File: src/rtl/hamming_pkg.sv
// Shared definitions for the Hamming channel-model and codec blocks.
package hamming_pkg;

   typedef enum logic [1:0] {
      MODE_PASS   = 2'd0,
      MODE_FORCED = 2'd1,
      MODE_RAND1  = 2'd2,
      MODE_RAND2  = 2'd3
   } mode_e;

   localparam int unsigned HAM_W     = 11;
   localparam logic [15:0] LFSR_TAPS = 16'hB400;

   // Bit 1 is the MSB, so position p lives at value bit HAM_W-p.
   function automatic logic [1:HAM_W] pos_to_mask(input logic [3:0] pos);
      logic [1:HAM_W] m;
      m = '0;
      if (pos >= 4'd1 && 32'(pos) <= HAM_W)
         m = HAM_W'(1) << (HAM_W - 32'(pos));
      return m;
   endfunction

endpackage

File: src/rtl/lfsr_gen.sv
// Galois LFSR that steps only when told to; a zero seed is replaced by 1.
module lfsr_gen
   import hamming_pkg::*;
#(
   parameter int unsigned          LFSR_W = 16,
   parameter logic [LFSR_W-1:0]    SEED   = 16'hACE1
) (
   input  logic              clk,
   input  logic              rst,
   input  logic              advance,
   output logic [LFSR_W-1:0] value
);

   localparam logic [LFSR_W-1:0] SEED_NZ = (SEED == '0) ? LFSR_W'(1) : SEED;

   logic [LFSR_W-1:0] lfsr_q, lfsr_d;

   always_comb begin
      lfsr_d = lfsr_q;
      if (advance)
         lfsr_d = (lfsr_q >> 1) ^ (lfsr_q[0] ? LFSR_W'(LFSR_TAPS) : '0);
   end

   always_ff @(posedge clk or posedge rst) begin
      if (rst) lfsr_q <= SEED_NZ;
      else     lfsr_q <= lfsr_d;
   end

   assign value = lfsr_q;

endmodule

File: src/rtl/hamming_error_injector.sv
// Flips 0, 1 or 2 bits of each code word on its way to the decoder and keeps
// saturating injection statistics; output is a one-deep registered slice.
module hamming_error_injector
   import hamming_pkg::*;
#(
   parameter int unsigned       W      = HAM_W,
   parameter int unsigned       LFSR_W = 16,
   parameter logic [LFSR_W-1:0] SEED   = 16'hACE1,
   parameter int unsigned       CNT_W  = 16
) (
   input  logic             clk,
   input  logic             rst,
   input  logic             in_valid,
   output logic             in_ready,
   input  logic [1:W]       in_word,
   input  logic [1:0]       mode,
   input  logic [3:0]       err_pos,
   input  logic [7:0]       threshold,
   input  logic             clear_stats,
   output logic             out_valid,
   input  logic             out_ready,
   output logic [1:W]       out_word,
   output logic [1:W]       out_mask,
   output logic [1:0]       out_nerr,
   output logic [CNT_W-1:0] words_cnt,
   output logic [CNT_W-1:0] err_words_cnt,
   output logic [CNT_W-1:0] flips_cnt
);

   logic              accept;
   logic [LFSR_W-1:0] lfsr_val;
   logic              inject;
   int unsigned       p1, p2;
   logic [1:W]        gen_mask;
   logic [1:0]        gen_nerr;

   logic             valid_q, valid_d;
   logic [1:W]       word_q, word_d, mask_q, mask_d;
   logic [1:0]       nerr_q, nerr_d;
   logic [CNT_W-1:0] words_q, words_d, errw_q, errw_d, flips_q, flips_d;

   function automatic logic [1:W] onehot(input int unsigned p);
      logic [1:W] m;
      m = '0;
      if (p >= 1 && p <= W) m = W'(1) << (W - p);
      return m;
   endfunction

   function automatic logic [CNT_W-1:0] sat_add(input logic [CNT_W-1:0] c,
                                                input logic [1:0] inc);
      logic [CNT_W:0] s;
      s = {1'b0, c} + (CNT_W+1)'(inc);
      return s[CNT_W] ? '1 : s[CNT_W-1:0];
   endfunction

   assign in_ready = !valid_q || out_ready;
   assign accept   = in_valid && in_ready;

   lfsr_gen #(.LFSR_W(LFSR_W), .SEED(SEED)) u_lfsr (
      .clk     (clk),
      .rst     (rst),
      .advance (accept),
      .value   (lfsr_val)
   );

   // p2 offset is 1..W-1 from p1, so the two positions can never coincide.
   always_comb begin
      inject   = lfsr_val[7:0] < threshold;
      p1       = (32'(lfsr_val[15:8]) % W) + 1;
      p2       = ((p1 + 32'(lfsr_val[11:8] ^ lfsr_val[3:0]) % (W - 1)) % W) + 1;
      gen_mask = '0;
      unique case (mode_e'(mode))
         MODE_PASS:   gen_mask = '0;
         MODE_FORCED: gen_mask = onehot(32'(err_pos));
         MODE_RAND1:  gen_mask = inject ? onehot(p1) : '0;
         MODE_RAND2:  gen_mask = inject ? (onehot(p1) | onehot(p2)) : '0;
         default:     gen_mask = '0;
      endcase
      gen_nerr = 2'($countones(gen_mask));
   end

   always_comb begin
      valid_d = valid_q;
      word_d  = word_q;
      mask_d  = mask_q;
      nerr_d  = nerr_q;
      if (accept) begin
         valid_d = 1'b1;
         word_d  = in_word ^ gen_mask;
         mask_d  = gen_mask;
         nerr_d  = gen_nerr;
      end else if (out_ready) begin
         valid_d = 1'b0;
      end
   end

   always_comb begin
      words_d = words_q;
      errw_d  = errw_q;
      flips_d = flips_q;
      if (clear_stats) begin
         words_d = '0;
         errw_d  = '0;
         flips_d = '0;
      end else if (accept) begin
         words_d = sat_add(words_q, 2'd1);
         errw_d  = sat_add(errw_q, {1'b0, gen_nerr != 2'd0});
         flips_d = sat_add(flips_q, gen_nerr);
      end
   end

   always_ff @(posedge clk or posedge rst) begin
      if (rst) begin
         valid_q <= 1'b0;
         word_q  <= '0;
         mask_q  <= '0;
         nerr_q  <= '0;
         words_q <= '0;
         errw_q  <= '0;
         flips_q <= '0;
      end else begin
         valid_q <= valid_d;
         word_q  <= word_d;
         mask_q  <= mask_d;
         nerr_q  <= nerr_d;
         words_q <= words_d;
         errw_q  <= errw_d;
         flips_q <= flips_d;
      end
   end

   assign out_valid     = valid_q;
   assign out_word      = word_q;
   assign out_mask      = mask_q;
   assign out_nerr      = nerr_q;
   assign words_cnt     = words_q;
   assign err_words_cnt = errw_q;
   assign flips_cnt     = flips_q;

endmodule

File: config.mk
export PLATFORM = sky130hd
export DESIGN_NAME = hamming_error_injector
export DESIGN_NICKNAME = d
export VERILOG_FILES = /design/src/rtl/hamming_pkg.sv /design/src/rtl/lfsr_gen.sv /design/src/rtl/hamming_error_injector.sv
export SDC_FILE = /design/constraint.sdc
export NUM_CORES = 1
export LEC_CHECK = 0
export CORE_MARGIN = 3
export CORE_UTILIZATION = 55
export DETAILED_ROUTE_END_ITERATION = 16
export DONT_BUFFER_PORTS = 1
export GPL_TIMING_DRIVEN = 0
export PLACE_DENSITY = 0.7
export SYNTH_ARGS = -nofsm -noshare
export SYNTH_HDL_FRONTEND = slang
export SYNTH_SLANG_ARGS = --single-unit
File: constraint.sdc
create_clock -name clk -period 47.7 [get_ports clk]
set_input_delay 9.54 -clock clk [delete_from_list [all_inputs] [get_ports clk]]
set_output_delay 9.54 -clock clk [all_outputs]
set_load 0.01 [all_outputs]
==> parameters.txt <==
Parameter                              Value

Floorplanning
  Initial core utilization    0.566
  Floorplan die area    30100 um2
  DIE WIDTH    173 um
  CORE AREA    27300 um2
  Die height    173 um
  Number of top-level pins    104
  Number of placement rows    60

STA
  Crit share post-route    0.699
  RSZ-0062 raised after global routing    false
  Slew Limit Headroom    0.259
  Clock Skew    0.00870 ns
  Endpoints failing hold    0
  Time the worst path needs with I/O delays and setup    33.33 ns
  Number of failing setup endpoints in the final timing report    0
  Max-slew violation count    0
  Worst Tran Pin Value    1.10 ns
  Timing-limited maximum frequency    0.0300 GHz
  Sum of negative setup slack    0 ns

Route
  Number of nets still failing antenna checks after routing    0
  Overall via count from detail_route    16.8k
  DRC marker count from the first detailed-route iteration    1429
  Number of vias per cell after detailed routing    6.76
  Final wirelength    43900 um
  Length of the first detailed-routing pass in iterations    6
  Mean routed wirelength per cell    17.6 um
  Final routed DRC violation total    0

Placed design
  Final RePlAce weighted congestion    0.938
  Number of buffers inserted by port buffering    0
  HPWL reported at the end of detailed placement    33600 um

Yosys
  Average instance area after synthesis    7.38 um2
  Portion of the post-synthesis area used by sequential elements    0.145
  Share of flip-flops with an asynchronous set or reset    1.00
  Post-synth top area cell    sky130_fd_sc_hd__dfrtp_1
  Unique masters post-synth    146
  Post-Synth Simple-Gate Area    0.276
  Primary flip-flop cell chosen by synthesis mapping    sky130_fd_sc_hd__dfrtp_1
  Number of synthesized register bits    89
  Largest cells by area after synthesis    sky130_fd_sc_hd__dfrtp_1 13%, sky130_fd_sc_hd__nor2_1 5.0%, sky130_fd_sc_hd__ha_1 4.9%
  Top cell type's share of synthesized area    0.131
  Cells after Synth    2090
  Syn Std Cell Area    15400 um2
  Synthesis Warnings    0
  Compound-Gate Fraction of Synth Area    0.390
  Fraction of the mapped netlist area in adder cells    0.0597
  Combinational family with the most area after synthesis    compound AO/OA/AOI/OAI gates
  Number of synthesized flops with an enable pin    0
  Multiplexer fraction of the synthesized cell area    0.0224
  Post-Synth XOR/XNOR Area    0.0561

Layout
  Filler Cells Inserted    2532
  Inserted Diodes    0
  Final net count    2212
  Layout cell share with drive strength beyond 1    0.110
  Area delta synth->final    5.64%

Worst setup path
  Worst-path fanout max    10
  Critical path endpoint category    flop
  Endpoint arrival time on the critical path    33.58 ns
  Worst setup startpoint    u_lfsr.value[14]
  Library cell appearing most often on the critical path    sky130_fd_sc_hd__ha_1
  Critical Path Slowest Stage Cell    sky130_fd_sc_hd__a32oi_1
  Startpoint types    flop
  Worst Path Class, Setup    reg -> reg
  Buffers plus inverters on the worst setup path    15
  Crit path max-delay family    compound AO/OA/AOI/OAI gates
  FF-to-FF Start    u_lfsr.value[14]
  Data required time at the worst endpoint    47.95 ns
  Slowest cell delay on critical path    0.70 ns

Global routing
  Number of global-route vias before repair    15.3k
  Global-route wire length before repair    74100 um
  Overflow after GRT    0
  Number of antenna violations at the first check in global routing    0
  Total global-route track usage    0.277
  Pin count of the biggest net entering global routing    52

Min path
  Startpoint of the worst hold path    u_lfsr.value[6]
  Type of the worst min-delay path    reg -> reg

Clock network
  Number of resized instances in the post-cts repair step    0
  Clock insertion delay at the later pin of the skew report    0.34 ns
  Total CTS buffers    9
  Setup fix buffers added after clock tree synthesis    0
  Maximum clock insertion buffer count    2
  Clock Tree Root    sky130_fd_sc_hd__clkbuf_16
  Post-CTS Hold Buffers    0
  Clock slew at the register clock pins of the worst setup and hold paths    0.07 ns
  Number of H-tree levels    3
  Clock tree from TritonCTS    built
  Clock Sinks    89

Flow run
  MaxCap Viol Count    0

Status
  Outcome    completed
## cells by family (layout without fill, tap and decap cells)
| group | Yosys count | in the layout |
|---|---|---|
| and+or+nand+nor | 833 | 833 |
| muxes | 31 | 31 |
| buffers and inverters | 177 | 194 |
| other | 1 | 14 |
| AOI/OAI and AO/OA | 794 | 794 |
| adders and majority gates | 70 | 70 |
| DFF | 89 | 89 |
| xor gates and xnor gates | 95 | 95 |
## cells in the final DEF, fill, tap and decap left out, types with 50 or more instances in the layout
master,netlist,routed
sky130_fd_sc_hd__inv_1,67,66
sky130_fd_sc_hd__nand2_1,197,197
sky130_fd_sc_hd__nand3_1,69,69
sky130_fd_sc_hd__a21oi_1,134,134
sky130_fd_sc_hd__xnor2_1,55,55
sky130_fd_sc_hd__nor2_1,205,205
sky130_fd_sc_hd__o21ai_0,112,112
sky130_fd_sc_hd__dfrtp_1,81,81
sky130_fd_sc_hd__clkbuf_1,50,50
sky130_fd_sc_hd__ha_1,60,60
sky130_fd_sc_hd__nor3_1,75,75
## worst min-delay path, cell delays in order, from the launching register on
cell                      delay (ns)
sky130_fd_sc_hd__dfstp_2        0.38
sky130_fd_sc_hd__nand2_1        0.06
sky130_fd_sc_hd__nand2_1        0.05
## synth_stat cells, types with 35 or more instances
master                     count
sky130_fd_sc_hd__nor2_1      205
sky130_fd_sc_hd__nand2_1     197
sky130_fd_sc_hd__a21oi_1     134
sky130_fd_sc_hd__o21ai_0     112
sky130_fd_sc_hd__dfrtp_1      81
sky130_fd_sc_hd__nor3_1       75
sky130_fd_sc_hd__nand3_1      69
sky130_fd_sc_hd__inv_1        67
sky130_fd_sc_hd__ha_1         60
sky130_fd_sc_hd__xnor2_1      55
sky130_fd_sc_hd__clkbuf_1     50
sky130_fd_sc_hd__a211oi_1     43
sky130_fd_sc_hd__o21ai_1      42
sky130_fd_sc_hd__xor2_1       37
sky130_fd_sc_hd__a21o_1       36
sky130_fd_sc_hd__nand4_1      35
## flip-flops by register name, summed over array words and instances (netlist names)
register       flops
err_words_cnt     16
out_mask          11
out_valid          1
out_nerr           2
words_cnt         16
u_lfsr.value      16
flips_cnt         16
out_word          11
## layout make-up
class | instances | area, um2 | share of cell area
timing repair buffer | 1 | 27.5 | 0.00169
sequential | 89 | 2240 | 0.137
inverter | 70 | 265 | 0.0163
clock buffer | 9 | 225 | 0.0138
tap | 372 | 465 | 0.0286
buffer | 107 | 520 | 0.0319
multi-input combinational | 1837 | 12500 | 0.764
clock inverter | 7 | 100 | 0.00614
## routing by layer
metal	track usage	routed length, um	up-vias
met5	0	0	-
met4	0.0530	624	0
met3	0.0473	3240	69
met2	0.466	20500	686
met1	0.376	19600	7941
li1	-	-	8142
## worst paths after layout
check	slack (ns)	cells past startpoint	endpoint
worst max-delay path	14.37	126	err_words_cnt[5]
worst min-delay path	0.48	2	u_lfsr.value[5]
worst max register to register	14.37	126	err_words_cnt[5]
worst min register to register	0.48	2	u_lfsr.value[5]
max in group asynchronous	37.93	2	u_lfsr.value[11]
min in group asynchronous	9.10	1	flips_cnt[5]
## through the flow
stage	hold slack [ns]	setup WS (ns)	instance area [um2]	instances	utilization
5_1_grt	0.491	11.56	16300	2492	0.598
3_5_place_dp	0.468	15.08	16000	2476	0.586
6_report	0.476	14.37	16300	2492	0.598
4_1_cts	0.478	14.85	16300	2492	0.598
3_3_place_gp	0.460	15.68	15900	2475	0.585
2_1_floorplan	0.444	20.21	15500	2103	-
Power is left out: the tool's default activity adds up to more than one toggle a clock period on the data nets, which glitch-free logic cannot reach.
